**config.mk**
```make
export PLATFORM = sky130hd
export DESIGN_NAME = colour_centroid_tracker_flat
export DESIGN_NICKNAME = d
export VERILOG_FILES = /design/src/rtl/colour_centroid_tracker_pkg.sv /design/src/rtl/colour_centroid_tracker_if.sv /design/src/rtl/colour_centroid_tracker_seq_divider.sv /design/src/rtl/colour_centroid_tracker.sv /design/src/flat_wrapper.sv
export SDC_FILE = /design/constraint.sdc
export NUM_CORES = 1
export LEC_CHECK = 0
export BUFFER_PORTS_ARGS = -buffer_cell sky130_fd_sc_hd__buf_2
export CORE_UTILIZATION = 40
export CTS_BUF_LIST = sky130_fd_sc_hd__clkbuf_4 sky130_fd_sc_hd__clkbuf_8
export DETAILED_ROUTE_END_ITERATION = 10
export PLACE_DENSITY = 0.6
export SETUP_SLACK_MARGIN = 0.4
export SYNTH_ARGS = -nofsm -noshare
export SYNTH_HDL_FRONTEND = slang
export SYNTH_HIERARCHICAL = 1
export SYNTH_SLANG_ARGS = --single-unit
```
**constraint.sdc**
```tcl
create_clock -name clk -period 5.37 [get_ports clk]
set_input_delay 1.611 -clock clk [delete_from_list [all_inputs] [get_ports clk]]
set_output_delay 1.611 -clock clk [all_outputs]
set_load 0.01 [all_outputs]
```
**src/rtl/colour_centroid_tracker_pkg.sv**
```systemverilog
// Shared types and width helpers for the colour centroid tracker.
// Widths are derived from the frame geometry so accumulators can never wrap.
package centroid_pkg;

    localparam int PIX_W = 30;

    typedef struct packed {
        logic [7:0] r_min;
        logic [7:0] r_max;
        logic [7:0] g_min;
        logic [7:0] g_max;
        logic [7:0] b_min;
        logic [7:0] b_max;
    } rgb_thresh_t;

    typedef enum logic [1:0] {ACCUM, LOAD, DIVIDE, PUBLISH} state_e;

    function automatic int calc_xw(input int w);
        return $clog2(w);
    endfunction

    function automatic int calc_yw(input int h);
        return $clog2(h);
    endfunction

    function automatic int calc_cw(input int w, input int h);
        return $clog2(w * h + 1);
    endfunction

    // x_sum worst case is below WIDTH*WIDTH*HEIGHT, y_sum is smaller still
    function automatic int calc_sw(input int w, input int h);
        return $clog2(w * w * h);
    endfunction

endpackage

```
**src/rtl/colour_centroid_tracker_if.sv**
```systemverilog
// Avalon-ST video beat bundle: data, packet delimiters, valid/ready handshake.
interface colour_centroid_tracker_if
    import centroid_pkg::*;
#(
    parameter int DW = PIX_W
);
    logic [DW-1:0] data;
    logic          sop;
    logic          eop;
    logic          valid;
    logic          ready;

    modport master (output data, sop, eop, valid, input ready);
    modport slave  (input data, sop, eop, valid, output ready);
endinterface

```
**src/rtl/colour_centroid_tracker_seq_divider.sv**
```systemverilog
// Restoring unsigned divider, one quotient bit per clock; a zero divisor yields 0.
// o_done flags the cycle whose clock edge retires the final quotient bit.
module seq_divider #(
    parameter int DVD_W = 8,
    parameter int DSR_W = 6
) (
    input  logic             clk,
    input  logic             reset,
    input  logic             i_start,
    input  logic [DVD_W-1:0] i_dividend,
    input  logic [DSR_W-1:0] i_divisor,
    output logic             o_busy,
    output logic             o_done,
    output logic [DVD_W-1:0] o_quot
);
    localparam int NW = $clog2(DVD_W + 1);

    logic [DSR_W-1:0] r_rem;
    logic [DVD_W-1:0] r_quot;
    logic [DSR_W-1:0] r_dsr;
    logic [NW-1:0]    r_cnt;
    logic             r_busy;
    logic             r_zero;
    logic [DSR_W:0]   w_trial;
    logic [DSR_W:0]   w_diff;
    logic             w_fit;

    // Dividend bits shift out of r_quot's top as quotient bits shift in below
    assign w_trial = {r_rem, r_quot[DVD_W-1]};
    assign w_fit   = w_trial >= {1'b0, r_dsr};
    assign w_diff  = w_trial - {1'b0, r_dsr};

    always_ff @(posedge clk or negedge reset) begin
        if (!reset) begin
            r_rem  <= '0;
            r_quot <= '0;
            r_dsr  <= '0;
            r_cnt  <= '0;
            r_busy <= 1'b0;
            r_zero <= 1'b0;
        end else if (i_start) begin
            r_rem  <= '0;
            r_quot <= i_dividend;
            r_dsr  <= i_divisor;
            r_cnt  <= NW'(DVD_W);
            r_busy <= 1'b1;
            r_zero <= (i_divisor == '0);
        end else if (r_busy) begin
            r_rem  <= w_fit ? w_diff[DSR_W-1:0] : w_trial[DSR_W-1:0];
            r_quot <= {r_quot[DVD_W-2:0], w_fit};
            r_cnt  <= r_cnt - NW'(1);
            if (r_cnt == NW'(1))
                r_busy <= 1'b0;
        end
    end

    assign o_busy = r_busy;
    assign o_done = r_busy && (r_cnt == NW'(1));
    assign o_quot = r_zero ? '0 : r_quot;

endmodule

```
**src/rtl/colour_centroid_tracker.sv**
```systemverilog
// Multi-class RGB box classifier with per-frame centroid computation and a
// one-stage registered Avalon-ST pass-through with optional match overlay.
module colour_centroid_tracker
    import centroid_pkg::*;
#(
    parameter int          WIDTH          = 320,
    parameter int          HEIGHT         = 240,
    parameter int          NUM_CLASSES    = 2,
    parameter int          MIN_PIXELS     = 16,
    parameter int          WINDOW         = 60,
    parameter logic [29:0] OVERLAY_COLOUR = 30'h3FF00000,
    localparam int         XW             = calc_xw(WIDTH),
    localparam int         YW             = calc_yw(HEIGHT),
    localparam int         CW             = calc_cw(WIDTH, HEIGHT),
    localparam int         SW             = calc_sw(WIDTH, HEIGHT)
) (
    input  logic                                clk,
    input  logic                                reset,
    input  logic                                i_enable,
    input  logic                                i_overlay,
    input  logic [NUM_CLASSES*48-1:0]           i_thresholds,
    colour_centroid_tracker_if.slave            i_sink,
    colour_centroid_tracker_if.master           o_src,
    output logic                                o_centroid_valid,
    output logic [NUM_CLASSES-1:0][XW-1:0]      o_x_centroid,
    output logic [NUM_CLASSES-1:0][YW-1:0]      o_y_centroid,
    output logic [NUM_CLASSES-1:0][CW-1:0]      o_class_count,
    output logic [NUM_CLASSES-1:0]              o_class_present,
    output logic [NUM_CLASSES-1:0]              o_in_window,
    output logic                                o_frame_overrun
);
    localparam int ND     = 2 * NUM_CLASSES;
    localparam int IW     = (ND > 1) ? $clog2(ND) : 1;
    localparam int WIN_LO = WIDTH / 2 - WINDOW;
    localparam int WIN_HI = WIDTH / 2 + WINDOW;

    logic             w_accept, w_sop, w_eop, w_meas, w_snap_evt;
    logic [XW-1:0]    r_x, w_px;
    logic [YW-1:0]    r_y, w_py;
    logic             r_meas;
    logic [7:0]       w_r, w_g, w_b;
    logic [PIX_W-1:0] r_dout;
    logic             r_sop_out, r_eop_out, r_vout;

    logic [NUM_CLASSES-1:0]          w_match;
    logic [NUM_CLASSES-1:0][CW-1:0]  r_cnt, w_cnt_nxt, r_snap_cnt;
    logic [NUM_CLASSES-1:0][SW-1:0]  r_xsum, w_xsum_nxt, r_snap_x;
    logic [NUM_CLASSES-1:0][SW-1:0]  r_ysum, w_ysum_nxt, r_snap_y;

    state_e              r_state;
    logic [IW-1:0]       r_div_idx, w_cls;
    logic [ND-2:0][SW-1:0] r_q;
    logic [ND-1:0][SW-1:0] w_qfin;
    logic                w_div_start, w_div_busy, w_div_done;
    logic [SW-1:0]       w_div_dvd, w_div_quot;

    logic [NUM_CLASSES-1:0][XW-1:0] w_pub_x;
    logic [NUM_CLASSES-1:0][YW-1:0] w_pub_y;
    logic [NUM_CLASSES-1:0]         w_pub_present, w_pub_inwin;

    assign w_accept   = i_sink.valid && i_sink.ready;
    assign w_sop      = i_sink.sop;
    assign w_eop      = i_sink.eop;
    assign w_px       = w_sop ? '0 : r_x;
    assign w_py       = w_sop ? '0 : r_y;
    assign w_meas     = w_sop ? i_enable : r_meas;
    assign w_snap_evt = w_accept && w_meas && w_eop;
    assign w_r        = i_sink.data[29:22];
    assign w_g        = i_sink.data[19:12];
    assign w_b        = i_sink.data[9:2];

    // Pixel position of the beat being accepted; SOP always restarts at (0,0)
    always_ff @(posedge clk or negedge reset) begin
        if (!reset) begin
            r_x    <= '0;
            r_y    <= '0;
            r_meas <= 1'b0;
        end else if (w_accept) begin
            if (w_eop) begin
                r_x    <= '0;
                r_y    <= '0;
                r_meas <= 1'b0;
            end else begin
                r_meas <= w_meas;
                if (w_px == XW'(WIDTH - 1)) begin
                    r_x <= '0;
                    r_y <= (w_py == YW'(HEIGHT - 1)) ? w_py : w_py + YW'(1);
                end else begin
                    r_x <= w_px + XW'(1);
                    r_y <= w_py;
                end
            end
        end
    end

    for (genvar c = 0; c < NUM_CLASSES; c++) begin : g_cls
        rgb_thresh_t w_th;
        assign w_th = rgb_thresh_t'(i_thresholds[c*48 +: 48]);
        assign w_match[c] = (w_r >= w_th.r_min) && (w_r <= w_th.r_max) &&
                            (w_g >= w_th.g_min) && (w_g <= w_th.g_max) &&
                            (w_b >= w_th.b_min) && (w_b <= w_th.b_max);
        assign w_cnt_nxt[c]  = (w_sop ? '0 : r_cnt[c]) + CW'(w_match[c]);
        assign w_xsum_nxt[c] = (w_sop ? '0 : r_xsum[c]) + (w_match[c] ? SW'(w_px) : '0);
        assign w_ysum_nxt[c] = (w_sop ? '0 : r_ysum[c]) + (w_match[c] ? SW'(w_py) : '0);

        assign w_pub_x[c]       = w_qfin[2*c][XW-1:0];
        assign w_pub_y[c]       = w_qfin[2*c+1][YW-1:0];
        assign w_pub_present[c] = (r_snap_cnt[c] != '0) && (int'(r_snap_cnt[c]) >= MIN_PIXELS);
        assign w_pub_inwin[c]   = w_pub_present[c] && (int'(w_pub_x[c]) >= WIN_LO) &&
                                  (int'(w_pub_x[c]) <= WIN_HI);
    end

    always_ff @(posedge clk or negedge reset) begin
        if (!reset) begin
            r_cnt  <= '0;
            r_xsum <= '0;
            r_ysum <= '0;
        end else if (w_accept && w_meas) begin
            r_cnt  <= w_cnt_nxt;
            r_xsum <= w_xsum_nxt;
            r_ysum <= w_ysum_nxt;
        end
    end

    // Video pass-through: holds while the sink downstream stalls
    assign i_sink.ready = !r_vout || o_src.ready;
    assign o_src.data   = r_dout;
    assign o_src.sop    = r_sop_out;
    assign o_src.eop    = r_eop_out;
    assign o_src.valid  = r_vout;

    always_ff @(posedge clk or negedge reset) begin
        if (!reset) begin
            r_dout    <= '0;
            r_sop_out <= 1'b0;
            r_eop_out <= 1'b0;
            r_vout    <= 1'b0;
        end else if (w_accept) begin
            r_dout    <= (i_overlay && |w_match) ? OVERLAY_COLOUR : i_sink.data;
            r_sop_out <= w_sop;
            r_eop_out <= w_eop;
            r_vout    <= 1'b1;
        end else if (o_src.ready) begin
            r_vout <= 1'b0;
        end
    end

    // Division order x0,y0,x1,y1...; even index divides x_sum, odd y_sum
    assign w_cls       = r_div_idx >> 1;
    assign w_div_dvd   = r_div_idx[0] ? r_snap_y[w_cls] : r_snap_x[w_cls];
    assign w_div_start = (r_state == LOAD) && !w_div_busy;

    for (genvar i = 0; i < ND - 1; i++) begin : g_qfin
        assign w_qfin[i] = r_q[i];
    end
    assign w_qfin[ND-1] = w_div_quot;

    seq_divider #(.DVD_W(SW), .DSR_W(CW)) u_div (
        .clk        (clk),
        .reset      (reset),
        .i_start    (w_div_start),
        .i_dividend (w_div_dvd),
        .i_divisor  (r_snap_cnt[w_cls]),
        .o_busy     (w_div_busy),
        .o_done     (w_div_done),
        .o_quot     (w_div_quot)
    );

    // Previous quotient is still held by the divider when the next LOAD restarts it
    always_ff @(posedge clk or negedge reset) begin
        if (!reset) begin
            r_state          <= ACCUM;
            r_div_idx        <= '0;
            r_snap_cnt       <= '0;
            r_snap_x         <= '0;
            r_snap_y         <= '0;
            r_q              <= '0;
            o_centroid_valid <= 1'b0;
            o_frame_overrun  <= 1'b0;
            o_x_centroid     <= '0;
            o_y_centroid     <= '0;
            o_class_count    <= '0;
            o_class_present  <= '0;
            o_in_window      <= '0;
        end else begin
            o_centroid_valid <= 1'b0;
            o_frame_overrun  <= w_snap_evt && (r_state != ACCUM);
            case (r_state)
                ACCUM: if (w_snap_evt) begin
                    r_snap_cnt <= w_cnt_nxt;
                    r_snap_x   <= w_xsum_nxt;
                    r_snap_y   <= w_ysum_nxt;
                    r_div_idx  <= '0;
                    r_state    <= LOAD;
                end
                LOAD: begin
                    if (r_div_idx != '0)
                        r_q[r_div_idx - IW'(1)] <= w_div_quot;
                    r_state <= DIVIDE;
                end
                DIVIDE: if (w_div_done) begin
                    if (r_div_idx == IW'(ND - 1)) begin
                        r_state <= PUBLISH;
                    end else begin
                        r_div_idx <= r_div_idx + IW'(1);
                        r_state   <= LOAD;
                    end
                end
                PUBLISH: begin
                    o_x_centroid     <= w_pub_x;
                    o_y_centroid     <= w_pub_y;
                    o_class_count    <= r_snap_cnt;
                    o_class_present  <= w_pub_present;
                    o_in_window      <= w_pub_inwin;
                    o_centroid_valid <= 1'b1;
                    r_state          <= ACCUM;
                end
                default: r_state <= ACCUM;
            endcase
        end
    end

endmodule

```
**src/flat_wrapper.sv**
```systemverilog
// flat-port wrapper written by rule: the top's interface ports become plain ports
module colour_centroid_tracker_flat import centroid_pkg::*;
#(
    parameter int          WIDTH          = 320,
    parameter int          HEIGHT         = 240,
    parameter int          NUM_CLASSES    = 2,
    parameter int          MIN_PIXELS     = 16,
    parameter int          WINDOW         = 60,
    parameter logic [29:0] OVERLAY_COLOUR = 30'h3FF00000,
    localparam int         XW             = calc_xw(WIDTH),
    localparam int         YW             = calc_yw(HEIGHT),
    localparam int         CW             = calc_cw(WIDTH, HEIGHT),
    localparam int         SW             = calc_sw(WIDTH, HEIGHT)
)
  (clk, reset, i_enable, i_overlay, i_thresholds, o_centroid_valid, o_x_centroid, o_y_centroid, o_class_count, o_class_present, o_in_window, o_frame_overrun, i_sink_data, i_sink_sop, i_sink_eop, i_sink_valid, i_sink_ready, o_src_data, o_src_sop, o_src_eop, o_src_valid, o_src_ready);
  colour_centroid_tracker_if i_sink_i ();
  colour_centroid_tracker_if o_src_i ();
  input  logic clk;
  input  logic reset;
  input  logic i_enable;
  input  logic i_overlay;
  input  logic [NUM_CLASSES*48-1:0] i_thresholds;
  output logic o_centroid_valid;
  output logic [NUM_CLASSES-1:0][XW-1:0] o_x_centroid;
  output logic [NUM_CLASSES-1:0][YW-1:0] o_y_centroid;
  output logic [NUM_CLASSES-1:0][CW-1:0] o_class_count;
  output logic [NUM_CLASSES-1:0] o_class_present;
  output logic [NUM_CLASSES-1:0] o_in_window;
  output logic o_frame_overrun;
  input wire logic [$bits(i_sink_i.data)-1:0] i_sink_data;
  input wire logic [$bits(i_sink_i.sop)-1:0] i_sink_sop;
  input wire logic [$bits(i_sink_i.eop)-1:0] i_sink_eop;
  input wire logic [$bits(i_sink_i.valid)-1:0] i_sink_valid;
  output wire logic [$bits(i_sink_i.ready)-1:0] i_sink_ready;
  output wire logic [$bits(o_src_i.data)-1:0] o_src_data;
  output wire logic [$bits(o_src_i.sop)-1:0] o_src_sop;
  output wire logic [$bits(o_src_i.eop)-1:0] o_src_eop;
  output wire logic [$bits(o_src_i.valid)-1:0] o_src_valid;
  input wire logic [$bits(o_src_i.ready)-1:0] o_src_ready;
  assign i_sink_i.data = i_sink_data;
  assign i_sink_i.sop = i_sink_sop;
  assign i_sink_i.eop = i_sink_eop;
  assign i_sink_i.valid = i_sink_valid;
  assign i_sink_ready = i_sink_i.ready;
  assign o_src_data = o_src_i.data;
  assign o_src_sop = o_src_i.sop;
  assign o_src_eop = o_src_i.eop;
  assign o_src_valid = o_src_i.valid;
  assign o_src_i.ready = o_src_ready;
  colour_centroid_tracker #(.WIDTH(WIDTH), .HEIGHT(HEIGHT), .NUM_CLASSES(NUM_CLASSES), .MIN_PIXELS(MIN_PIXELS), .WINDOW(WINDOW), .OVERLAY_COLOUR(OVERLAY_COLOUR)) u_core (.clk(clk), .reset(reset), .i_enable(i_enable), .i_overlay(i_overlay), .i_thresholds(i_thresholds), .i_sink(i_sink_i), .o_src(o_src_i), .o_centroid_valid(o_centroid_valid), .o_x_centroid(o_x_centroid), .o_y_centroid(o_y_centroid), .o_class_count(o_class_count), .o_class_present(o_class_present), .o_in_window(o_in_window), .o_frame_overrun(o_frame_overrun));
endmodule
```
## Word-level counts from Yosys, hierarchy flattened

Cells that the tools add are included.

- Memories: 0
- Output and inout port bits: 108
- ROM bits: 0
- Latch bits: 0
- Register bits after elaboration: 538
- Bits of input ports: 134
- Logic and storage cells: 177
- RAM bits: 0

- Multiplexer cells: 52
- Eq/ne operators: 10
- Shifts and indexed selects: 0
- Bitwise gates (word level): 0
- Reduce and logical (&&, ||, !) cells: 41
- Multiply operators: 0
- Divide/modulo/power cells: 0
- Magnitude comparators: 22
- Add/subtract/negate cells: 12

Operators by type and width:

| kind | number |
|---|---|
| $mux W25 | 13 |
| $mux W17 | 7 |
| $add A25 B25 Y25 | 4 |
| $bwmux W75 | 1 |
| $demux W25 S2 | 1 |
| $ge A8 B8 Y1 | 6 |
| $le A8 B8 Y1 | 6 |
| $mux W8 | 6 |
| $mux W9 | 5 |
| $add A17 B1 Y17 | 2 |
| $ge A17 B5 Y1 const B | 2 |
| $reduce_bool A17 Y1 | 2 |
| $mux W30 | 1 |
| $logic_and A1 B1 Y1 | 24 |
| $ge A18 B17 Y1 | 1 |
| $ge A9 B7 Y1 const B | 2 |
| $le A9 B8 Y1 const B | 2 |
| $logic_not A17 Y1 | 1 |
| $sub A17 B17 Y17 | 1 |
| $mux W2 | 6 |
| $mux W5 | 2 |
| $reduce_bool A2 Y1 | 5 |
| $add A9 B1 Y9 const B | 1 |
| $eq A9 B9 Y1 const B | 1 |
| 22 further kinds | 35 |

## Depth between registers and ports, before layout

Gate-level depths: netlist of the first run.

- Word-level depth: 9
- Gate-level depth with buffers: 21
- Mapped depth without buffers: 18

## Hierarchy

Netlist of the first run, hierarchy kept.

Modules (own cells, without submodules):

| module | area an instance (sq um) | cells each | instances | sequential area each (sq um) |
|---|---|---|---|---|
| colour_centroid_tracker | 24536.0 | 2584 | 1 | 10585.2 |
| seq_divider | 4269.1 | 478 | 1 | 1651.6 |

## Worst setup path after synthesis of the first run

OpenSTA, ideal clock, no wires.

- Kind: input-to-reg
- From: input port i_thresholds[49]
- To: register u_core/r_ysum[48] (netlist name)
- Library setup time: 0.126 ns
- Buffers on the path: 2
- Path slack: -0.083 ns
- Required time: 5.244 ns
- Stages on the path: 18
- Arrival time: 5.327 ns
- Cell sequence: inv_1 ha_1 nor2b_1 o211ai_1 a21o_1 nand3b_1 or4_1 or3_1 buf_6 buf_6 nor2_1 ha_1 a211oi_1 o211a_1 o31ai_2 nand2_2 or3_1 a221o_1

- Longest elaborated chain between the ends: 4

RTL lines:

| what | line | RTL |
|---|---|---|
| start, declared | flat_wrapper.sv:22 | `input logic [NUM_CLASSES*48-1:0] i_thresholds;` |
| $le A8 B8 Y1 | colour_centroid_tracker.sv:101 | `(w_b >= w_th.b_min) && (w_b <= w_th.b_max);` |
| $logic_and A1 B1 Y1 | colour_centroid_tracker.sv:101 |  |
| $mux W8 | colour_centroid_tracker.sv:104 | `assign w_ysum_nxt[c] = (w_sop ? '0 : r_ysum[c]) + (w_match[c] ? SW'(w_py) : '0);` |
| $add A25 B25 Y25 | colour_centroid_tracker.sv:104 |  |
| end signal, assigned | colour_centroid_tracker.sv:121 | `r_ysum <= w_ysum_nxt;` |
| end, declared | colour_centroid_tracker.sv:48 | `logic [NUM_CLASSES-1:0][SW-1:0] r_ysum, w_ysum_nxt, r_snap_y;` |

No other way between the ends.
A chain may end at the register's enable or synchronous reset.

## Worst setup path after layout of the first run

- From: input port i_sink_data[7]
- To: register u_core/r_snap_x[39] (netlist name)

- Longest elaborated chain between the ends: 5
- Elaborated cells between the ends (all ways): 6
- Classes of those cells: add/sub (1); order compare (2); mux (1); reduce/logical (2)

RTL lines:

| what | line | RTL |
|---|---|---|
| start, declared | flat_wrapper.sv:30 | `input wire logic [$bits(i_sink_i.data)-1:0] i_sink_data;` |
| $ge A8 B8 Y1 | colour_centroid_tracker.sv:101 |  |
| $logic_and A1 B1 Y1 | colour_centroid_tracker.sv:100 | `(w_g >= w_th.g_min) && (w_g <= w_th.g_max) &&` |
| $logic_and A1 B1 Y1 * | colour_centroid_tracker.sv:101 |  |
| $mux W9 * | colour_centroid_tracker.sv:103 | `assign w_xsum_nxt[c] = (w_sop ? '0 : r_xsum[c]) + (w_match[c] ? SW'(w_px) : '0);` |
| $add A25 B25 Y25 * | colour_centroid_tracker.sv:103 |  |
| end signal, assigned | colour_centroid_tracker.sv:191 | `r_snap_x <= w_xsum_nxt;` |
| end, declared | colour_centroid_tracker.sv:47 | `logic [NUM_CLASSES-1:0][SW-1:0] r_xsum, w_xsum_nxt, r_snap_x;` |

Mark *: on every way between the ends. The rest lies on a longest branch, timed or not.

==> results of run 1 <==
routing by layer:
metal | routed length [um] | track usage (%) | vias to the layer above
li1 | - | - | 11350
met1 | 34520 | 27.85 | 10960
met2 | 34250 | 32.83 | 422
met3 | 3262 | 3.867 | 140
met4 | 1968 | 5.966 | 0
met5 | 0 | 0 | -
worst min-delay path by stage:
| stage | end | startpoint | depth (start not counted) |
|---|---|---|---|
| after floorplan | u_core/r_cnt[18] | u_core/r_cnt[18] | 2 |
| after global placement | u_core/r_ysum[32] | u_core/r_ysum[32] | 2 |
| after detailed placement | u_core/r_cnt[18] | u_core/r_cnt[18] | 2 |
| after CTS | u_core/r_ysum[3] | u_core/r_ysum[3] | 2 |
| after global routing | u_core/o_src.sop | u_core/o_src.sop | 2 |
| final | u_core/r_ysum[3] | u_core/r_ysum[3] | 2 |
cell type report:
class / instances / area share [%]
Sequential cell: 489 / 35.22
Inverter: 145 / 1.609
Clock inverter: 24 / 1.001
Multi-Input combinational cell: 2254 / 45.24
Antenna cell: 1 / 0.007201
Clock buffer: 138 / 5.124
Timing Repair Buffer: 429 / 8.411
Tap cell: 940 / 3.385
registers in the layout (all words and copies together) (netlist names), 8 cells and up:
name                  cells
u_core/u_div/r_rem       17
u_core/o_y_centroid      16
u_core/r_xsum            50
u_core/r_x                9
u_core/r_q               26
u_core/r_snap_cnt        34
u_core/u_div/r_quot      25
u_core/r_cnt             34
u_core/o_class_count     34
u_core/r_snap_y          50
u_core/o_x_centroid      18
u_core/r_y                8
u_core/u_div/r_dsr       17
u_core/o_src.data        30
u_core/r_ysum            50
u_core/r_snap_x          50
critical path, stage by stage:
cell	delay, ns
buf_2	0.16
ha_4	0.29
nand4_1	0.11
o21a_1	0.22
nand3b_1	0.15
or4_1	0.51
or3_4	0.35
buf_12	0.16
buf_8	0.14
nor3b_2	0.15
ha_1	0.28
a21oi_1	0.15
o21ai_1	0.09
o21bai_1	0.16
buf_4	0.15
and2_4	0.16
buf_12	0.13
and3_4	0.18
xnor2_1	0.12
o31ai_1	0.26
what timing repair did:
item                                   in CTS  in global routing
setup buffers                               0                 11
resized for setup                           5                 74
setup endpoints to repair                  16                133
endpoints found under the hold margin       0                  0
pin swaps                                   1                 45
where the power goes:
part / internal, mW / switching (mW) / total, mW
registers: 3.73 / 0.0250 / 3.75
clock network: 2.47 / 1.66 / 4.13
logic: 0.246 / 0.396 / 0.643
stage by stage:
stage          power (mW)  instances  util [%]  area [um^2]
2_1_floorplan       4.124       3046         -        28890
3_3_place_gp        4.440       4246     45.70        32220
3_5_place_dp        4.445       4246     45.70        32220
4_1_cts             8.637       4408     48.74        34370
5_1_grt             8.916       4420     49.28        34750
6_report            8.532       4420     49.28        34750
==> key figures, run 1 <==
Status
  – Outcome: completed

Pwr
  – Leakage: 17.20 nW
  – Maximum vdd drop: around 0.21 mV
  – Pwr per Cell Area: about 250 mW/mm^2

Placed design
  – PortBufs: about 240
  – Gpl congestion: around 0.87
  – Post-detail-place hpwl: roughly 53,000 um
  – Pre-CTS WS: -0.3904 ns

Route
  – Routed WL: 74,000 um
  – ANT nets after route: 0
  – Iteration-0 DRC Markers: around 1,300
  – Detailed-route via count: 22,870
  – Pre-antenna DRT Iters: 5
  – Avg WL per Cell: 16.74 um
  – Vias per cell: around 5.2
  – Drc violations: 0

Timing
  – Fmax: 202.3 MHz
  – Total negative slack: 0 ns
  – RSZ-0062 raised after global routing: true
  – Slew HR: about two fifths
  – Final setup vio count: 0
  – Final hold violations: 0
  – Max-slew violation count: 0
  – Final min period: 4.944 ns
  – Final hold slack: about 0.46 ns
  – Crit share post-route: around 90%
  – PnR worst setup slack: 0.4260 ns
  – Clock Skew: between 0.04 and 0.05 ns
  – Slew @ Worst Pin: around 0.92 ns

Setup path
  – R2R Setup Slk: approximately 2.1 ns
  – RR Startpoint: u_core/u_div/r_quot[24]
  – WS Path Type: input pin to flip-flop
  – Worst EP arrival: between 5 and 6 ns
  – CP max FO: 7
  – FF-to-FF path depth: 9
  – FF-to-FF End: u_core/u_div/r_rem[6]
  – CP endpoint: u_core/r_snap_x[39]
  – Req. time, crit path: roughly 6.0 ns
  – Worst setup startpoint: i_sink_data[7]
  – Setup crit end kind: flip-flop
  – CP Launch Type: input pin

Clock tree
  – CTS Hold Bufs: 0
  – Deepest clock path buffer count: 3
  – Total CTS buffers: roughly 90
  – Clock Sink Count: roughly 490
  – Clock Tree Root: clkbuf_8
  – CTS H-tree lvls: 3
  – Clk slew on worst S/H paths: about 0.060 ns
  – CTS tree: done
  – Worst-Skew Late Latency: between 0.6 and 0.7 ns

Run
  – Max-cap violations: 0

Final layout
  – Synth-to-layout area growth: 21.05%
  – Layout cells sized above 1: around a quarter
  – Area of the multi-input gates: between 0.015 and 0.02 mm^2
  – Most frequent cells in the layout: 505 x nand2_1, 487 x dfrtp_1, 236 x o21ai_0, 235 x buf_2, 184 x nor2_1
  – Final nets: roughly 3,700
  – Fill cells: 6,602
  – FF/Latch Area: around 0.012 mm^2
  – Most common cell after layout, fill and taps aside: nand2_1

GRT
  – Initial antenna violation count: 1
  – First-pass GRT wire length: between 100,000 and 150,000 um
  – Vias in the first global route: ~23,000
  – Largest net degree at the start of global routing: 145
  – Grt total ovfl: 0
  – GRT Util Overall: around 20%

Synth
  – Synth Instances: just over 3,000
  – Syn Nets: roughly 3,300
  – Syn Area/Cell: about 9.4 um^2
  – Cell Area, Synth: 0.02871 mm^2
  – Synth warn: 6

Die
  – Chip width: ~270 um
  – Die Y: ~270 um
  – Core box area: ~0.071 mm^2
  – Die area: 0.07284 mm^2
  – Starting Density: about two fifths
  – Row count: 97
  – Boundary pin count: 242

Min path
  – Worst Hold Class: flip-flop to flip-flop
(Power assumes the default switching activity.)
==> run 2: changes to the inputs <==
Settings changed: CELL_PAD_IN_SITES_DETAIL_PLACEMENT from default to 1, CELL_PAD_IN_SITES_GLOBAL_PLACEMENT from default to 1, PLACE_DENSITY 0.6 to 0.73.
==> run 2 against run 1 <==
Compared with the run above:
- non-clock buffer count shrank 10
- final cell count decreased by 0.14%
- sequential power hardly changed
- global-route usage rose by 3.1 points
- total power fell by 2.1%
- sequential cell count is the same
- register-to-register slack got worse by 0.17 ns
- fmax is 0.96% lower
- clock power shrank 5%
- critical path depth shrank 3
- clock skew fell by 0.0050 ns
- wire length is 18% higher
- highest routed layer unchanged
==> key figures, run 2 (synthesis results as in run 1) <==
Status
  – Outcome: completed

GRT
  – Vias in the first global route: 26,000
  – Initial antenna violation count: 5
  – First-pass GRT wire length: 139,600 um
  – Largest net degree at the start of global routing: approximately 130
  – Grt total ovfl: 0
  – GRT Util Overall: between 20% and 30%

Final layout
  – Fill cells: 7,973
  – Synth-to-layout area growth: 21.32%
  – Layout cells sized above 1: around a quarter
  – Final nets: ~3,700
  – Most frequent cells in the layout: 503 x nand2_1, 487 x dfrtp_1, 234 x o21ai_0, 230 x buf_2, 178 x nor2_1
  – Final core occ: between 40 and 50%
  – Layout Cells excl Fill: roughly 4,400
  – Most common cell after layout, fill and taps aside: nand2_1

Timing
  – Final min period: 4.992 ns
  – Max-slew violation count: 0
  – PnR worst setup slack: ~0.38 ns
  – Clock Skew: approximately 0.035 ns
  – Fmax: roughly 200 MHz
  – Slew @ Worst Pin: around 0.85 ns
  – Final hold violations: 0
  – Crit share post-route: around 93%
  – RSZ-0062 raised after global routing: true
  – Final setup vio count: 0
  – Slew HR: approximately 43%
  – Final hold slack: 0.4685 ns

Clock tree
  – Total CTS buffers: 90
  – Clock Tree Root: clkbuf_8
  – Deepest clock path buffer count: 3
  – CTS Hold Bufs: 0
  – Worst-Skew Late Latency: approximately 0.70 ns
  – CTS H-tree lvls: 3
  – Clk slew on worst S/H paths: about 0.06 ns
  – CTS tree: done
  – Clock Sink Count: roughly 500

Die
  – Die area: approximately 0.073 mm^2
  – Chip width: 269.9 um
  – Starting Density: 40.71%
  – Core box area: ~0.07 mm^2
  – Row count: 97
  – Boundary pin count: between 200 and 250
  – Die Y: approximately 270 um

Setup path
  – FF-to-FF path depth: 9
  – FF-to-FF End: u_core/u_div/r_rem[6]
  – Cells along the critical path: buf_2 > ha_4 > nand4_1 > o21ai_2 > o31ai_4 > or4_1 > or3_4 > clkbuf_16 > nor2_1 > ha_2 > a211o_1 > a21oi_2 > o21ba_2 > o21bai_1 > a21oi_1 > xnor2_1 > mux2_2
  – Setup crit end kind: flip-flop
  – RR Startpoint: u_core/u_div/r_quot[24]
  – CP Launch Type: input pin
  – CP max-delay cell: or4_1
  – Req. time, crit path: a little under 6 ns
  – Worst EP arrival: 5.56 ns
  – WS Path Type: input pin to flip-flop
  – CP max FO: 5
  – R2R Setup Slk: around 1.9 ns
  – Critical path's largest stage delay: approximately 0.54 ns

Route
  – ANT nets after route: 0
  – Pre-antenna DRT Iters: 5
  – Vias per cell: between 5 and 6
  – Iteration-0 DRC Markers: between 1,000 and 1,500
  – Avg WL per Cell: approximately 20 um
  – Detailed-route via count: approximately 24,000
  – Routed WL: between 80,000 and 90,000 um
  – Drc violations: 0

Placed design
  – PortBufs: roughly 240
  – Gpl congestion: between 0.8 and 0.9
  – Pre-CTS WS: -0.5874 ns
  – Post-detail-place hpwl: 61,600 um
  – # placed instances: 4,223

Min path
  – WHS Path Cells: 2
  – Worst Hold Class: flip-flop to flip-flop
  – Hold EP: u_core/r_ysum[3]
  – Hold path start: u_core/r_ysum[3]

Pwr
  – Tot Pwr: 8.351 mW
  – Pwr per Cell Area: 239.8 mW/mm^2
  – Maximum vdd drop: roughly 0.16 mV
  – Leakage: between 15 and 20 nW

Run
  – Max-cap violations: 0
==> run 2: cell types whose count changed in the layout (fill, tap and decap cells not counted), moves of 5 or more <==
cell      previous run  this run
buf_12              20        15
buf_2              235       230
buf_4              166       159
buf_6                5        10
clkbuf_4            19        27
clkbuf_8           120       113
ha_1               147       134
ha_4                 9        20
nor2_1             184       178
xnor2_1             90        84
xnor2_2              0         6
==> run 2: timing repair <==
action / in CTS / in global routing
buffers inserted: 2 / 21
endpoints found under the setup margin: 72 / 126
resized for setup: 15 / 133
gates cloned: 0 / 1
pin swaps: 1 / 57
==> run 2: per-stage QoR <==
| step | cell area, um^2 | setup TNS [ns] |
|---|---|---|
| floorplan | 28890 | 0 |
| global placement | 31950 | -30.59 |
| detailed placement | 31950 | -46.87 |
| CTS | 34000 | 0 |
| global route | 34830 | 0 |
| finish | 34830 | 0 |
==> run 2: power breakdown <==
group          total (mW)  leakage, nW  internal [mW]  switching (mW)
Combinational       0.662         9.45          0.245           0.417
Sequential           3.75         6.60           3.73          0.0258
Clock                3.93         1.07           2.25            1.69
Total                8.35         17.1           6.22            2.13
==> run 2: worst max-delay path by stage <==
| stage | from | end |
|---|---|---|
| 3_3_place_gp | i_sink_data[12] | u_core/r_snap_x[46] |
| 5_1_grt | i_thresholds[83] | u_core/r_ysum[44] |
| 2_1_floorplan | i_sink_data[12] | u_core/r_ysum[48] |
| 4_1_cts | i_sink_data[29] | u_core/r_snap_x[12] |
| 6_report | i_sink_data[23] | u_core/r_xsum[33] |
| 3_5_place_dp | i_sink_data[12] | u_core/r_snap_x[43] |
==> run 2: per-layer routing <==
| metal | global-route usage [%] | vias up | wire, um |
|---|---|---|---|
| met4 | 8.104 | 0 | 2660 |
| met5 | 0 | - | 0 |
| met2 | 41.29 | 370 | 44370 |
| li1 | - | 11330 | - |
| met3 | 3.032 | 173 | 2331 |
| met1 | 29.69 | 12350 | 38020 |
==> run 2: area by class of cell <==
| class | count | area [um^2] | area share [%] |
|---|---|---|---|
| inverter | 145 | 559.3 | 1.606 |
| timing repair buffer | 419 | 2843 | 8.162 |
| clock inverter | 23 | 245.2 | 0.7041 |
| multi-input combinational | 2254 | 16000 | 45.93 |
| sequential | 489 | 12240 | 35.14 |
| antenna | 4 | 10.01 | 0.02874 |
| tap | 940 | 1176 | 3.377 |
| clock buffer | 140 | 1758 | 5.047 |
==> run 2: critical path: cells and delay by family <==
kind	cells	cell delay [ns]
multiplexers	1	0.28
XOR/XNOR	1	0.13
AO/OA/AOI/OAI	7	1.34
buffers and inverters	2	0.34
AND/OR/NAND/NOR	4	1.24
adder cells (fa/ha/maj)	2	0.60
==> run 3: changes to the inputs <==
Settings changed: CELL_PAD_IN_SITES_DETAIL_PLACEMENT 1 to default, CELL_PAD_IN_SITES_GLOBAL_PLACEMENT 1 to default, PLACE_DENSITY 0.73 to 0.62.
Clock period 5.37 ns to 4.43 ns, I/O delays scaled along.
==> run 3 against run 2 <==
Compared with the run above:
- the run now ends with setup timing left
- total power increased by 16%
- sequential power increased by 21%
- sequential cell count unchanged
- combinational power increased by 28%
- wire length decreased by 12%
- critical endpoint is now u_core/r_ysum[48]
- die area unchanged
- design area increased by 7.1%
- sequential share of layout area decreased by 2.3 points
- worst setup slack got worse by 0.54 ns
==> key figures, run 3 (synthesis results as in run 1) <==
Route
  – Routed WL: between 70,000 and 80,000 um
  – ANT nets after route: 0
  – Avg WL per Cell: approximately 17 um
  – Detailed-route via count: 23,480
  – Pre-antenna DRT Iters: 5
  – Drc violations: 0
  – Iteration-0 DRC Markers: between 1,000 and 1,500
  – Vias per cell: 5.233

Timing
  – Final min period: about 4.6 ns
  – Final hold violations: 0
  – Final setup vio count: 50
  – Final hold slack: between 0.4 and 0.5 ns
  – RSZ-0062 raised after global routing: true
  – Total negative slack: -3.108 ns
  – Fmax: roughly 220 MHz
  – Max-slew violation count: 0
  – PnR worst setup slack: -0.1609 ns
  – Clock Skew: 0.05756 ns
  – Crit share post-route: 103.6%
  – Slew HR: 41.18%
  – Slew @ Worst Pin: roughly 0.9 ns

Setup path
  – Setup crit end kind: flip-flop
  – Critical path's largest stage delay: ~0.5 ns
  – Cells along the critical path: buf_8 > inv_12 > buf_8 > ha_4 > nand4_1 > o21ai_2 > nand3b_1 > or4_1 > or3_4 > buf_8 > buf_6 > nor2_4 > ha_4 > o21ai_2 > o211a_1 > o31ai_4 > nand2_2 > or3_4 > a221o_1
  – RR Startpoint: u_core/u_div/r_quot[24]
  – FF-to-FF End: u_core/u_div/r_rem[8]
  – CP max-delay cell: or4_1
  – Req. time, crit path: 4.99 ns
  – R2R Setup Slk: 1.22 ns
  – CP max FO: 6
  – Worst EP arrival: about 5 ns
  – CP Launch Type: input pin
  – WS Path Type: input pin to flip-flop
  – Most frequent CP cell: buf_8
  – FF-to-FF path depth: 9

GRT
  – Grt total ovfl: 0
  – Met2 Track Usage GR: 33.66%
  – Vias in the first global route: about 23,000
  – GR Util met3: ~3.7%
  – Initial antenna violation count: 1
  – Largest net degree at the start of global routing: about 140
  – GRT Util Overall: between 20% and 30%
  – Global route hottest layer: met2
  – Grt met1 use: 28.51%
  – First-pass GRT wire length: about 120,000 um

Final layout
  – Layout cells sized above 1: 33.53%
  – Layout Cells excl Fill: roughly 4,500
  – Most frequent cells in the layout: 487 x nand2_1, 487 x dfrtp_1, 224 x buf_2, 186 x buf_4, 162 x nor2_1
  – Synth-to-layout area growth: 29.89%
  – Fill cells: 6,300
  – Area of the multi-input gates: 0.01768 mm^2
  – Final nets: around 3,800
  – FF/Latch Area: about 0.012 mm^2

Die
  – Row count: between 90 and 100
  – Core box area: 0.07051 mm^2
  – Die area: between 0.07 and 0.08 mm^2
  – Chip width: about 270 um
  – Die Y: approximately 270 um
  – Boundary pin count: 242
  – Starting Density: about two fifths

Status
  – Violated checks: setup timing
  – Outcome: complete, but fails checks

Clock tree
  – Clock Tree Root: clkbuf_8
  – CTS H-tree lvls: 3
  – Total CTS buffers: between 80 and 90
  – Deepest clock path buffer count: 3
  – Clk slew on worst S/H paths: roughly 0.05 ns
  – CTS tree: done
  – Worst-Skew Late Latency: 0.70 ns
  – Clock Sink Count: 489

Min path
  – WHS Path Cells: 2
  – Hold path start: u_core/r_ysum[7]
  – Hold EP: u_core/r_ysum[7]
  – Worst Hold Class: flip-flop to flip-flop

Placed design
  – Post-detail-place hpwl: between 50,000 and 60,000 um
  – PortBufs: about 240
  – Gpl congestion: around 0.86
  – # placed instances: 4,262

Pwr
  – Maximum vdd drop: 0.1832 mV
  – Pwr per Cell Area: around 260 mW/mm^2
  – Tot Pwr: ~9.7 mW
  – Leakage: about 18 nW

Run
  – Max-cap violations: 0
-- run 3: timing repair --
| item | CTS | global route |
|---|---|---|
| setup buffers | 40 | 31 |
| cloned | 2 | 0 |
| pin swaps | 109 | 86 |
| resized for setup | 253 | 180 |
| hold buffers | 0 | 0 |
| setup endpoints to repair | 182 | 219 |
-- run 3: per-layer routing --
layer | share of wire (%) | wire, um
met2 | 47 | 36300
met1 | 46 | 35420
met4 | 2.7 | 2105
met3 | 4.2 | 3226
met5 | 0 | 0
-- run 3: power by group --
| group | total [mW] | internal [mW] | switching, mW |
|---|---|---|---|
| Sequential | 4.55 | 4.52 | 0.0332 |
| Combinational | 0.850 | 0.339 | 0.511 |
| Clock | 4.31 | 2.38 | 1.93 |
-- run 3: metrics by stage --
| step | setup slack, ns | utilization (%) | instance area (um^2) |
|---|---|---|---|
| 2_1_floorplan | -0.5603 | - | 29420 |
| 3_3_place_gp | -1.077 | 46.51 | 32800 |
| 3_5_place_dp | -1.102 | 46.51 | 32800 |
| 4_1_cts | -0.04620 | 51.23 | 36120 |
| 5_1_grt | -0.2951 | 52.88 | 37290 |
| 6_report | -0.1609 | 52.88 | 37290 |
-- run 3: final cells by class --
type                       instances  share of cell area (%)
multi-input combinational       2254                   47.42
sequential                       489                   32.82
timing repair buffer             507                   10.32
clock buffer                     131                   4.298
tap                              940                   3.154
inverter                         145                   1.533
clock inverter                    20                  0.4429
antenna                            1                0.006711
-- run 3: worst max-delay path by stage --
stage / endpoint / depth (start not counted) / startpoint / slack (ns)
3_5_place_dp: u_core/r_xsum[46] / 19 / i_sink_data[12] / -1.10
4_1_cts: u_core/r_ysum[48] / 19 / i_sink_data[12] / -0.05
5_1_grt: u_core/r_snap_x[46] / 20 / i_thresholds[86] / -0.30
2_1_floorplan: u_core/r_ysum[48] / 18 / i_sink_data[12] / -0.56
6_report: u_core/r_ysum[48] / 19 / i_sink_data[12] / -0.16
3_3_place_gp: u_core/r_xsum[46] / 19 / i_sink_data[12] / -1.08
-- run 3: worst max-delay path, delay by kind of cell --
| kind | cells | cell delay, ns |
|---|---|---|
| AND/OR/NAND/NOR | 7 | 1.70 |
| AO/OA/AOI/OAI | 5 | 1.18 |
| buffers and inverters | 5 | 0.53 |
| adder cells (fa/ha/maj) | 2 | 0.41 |
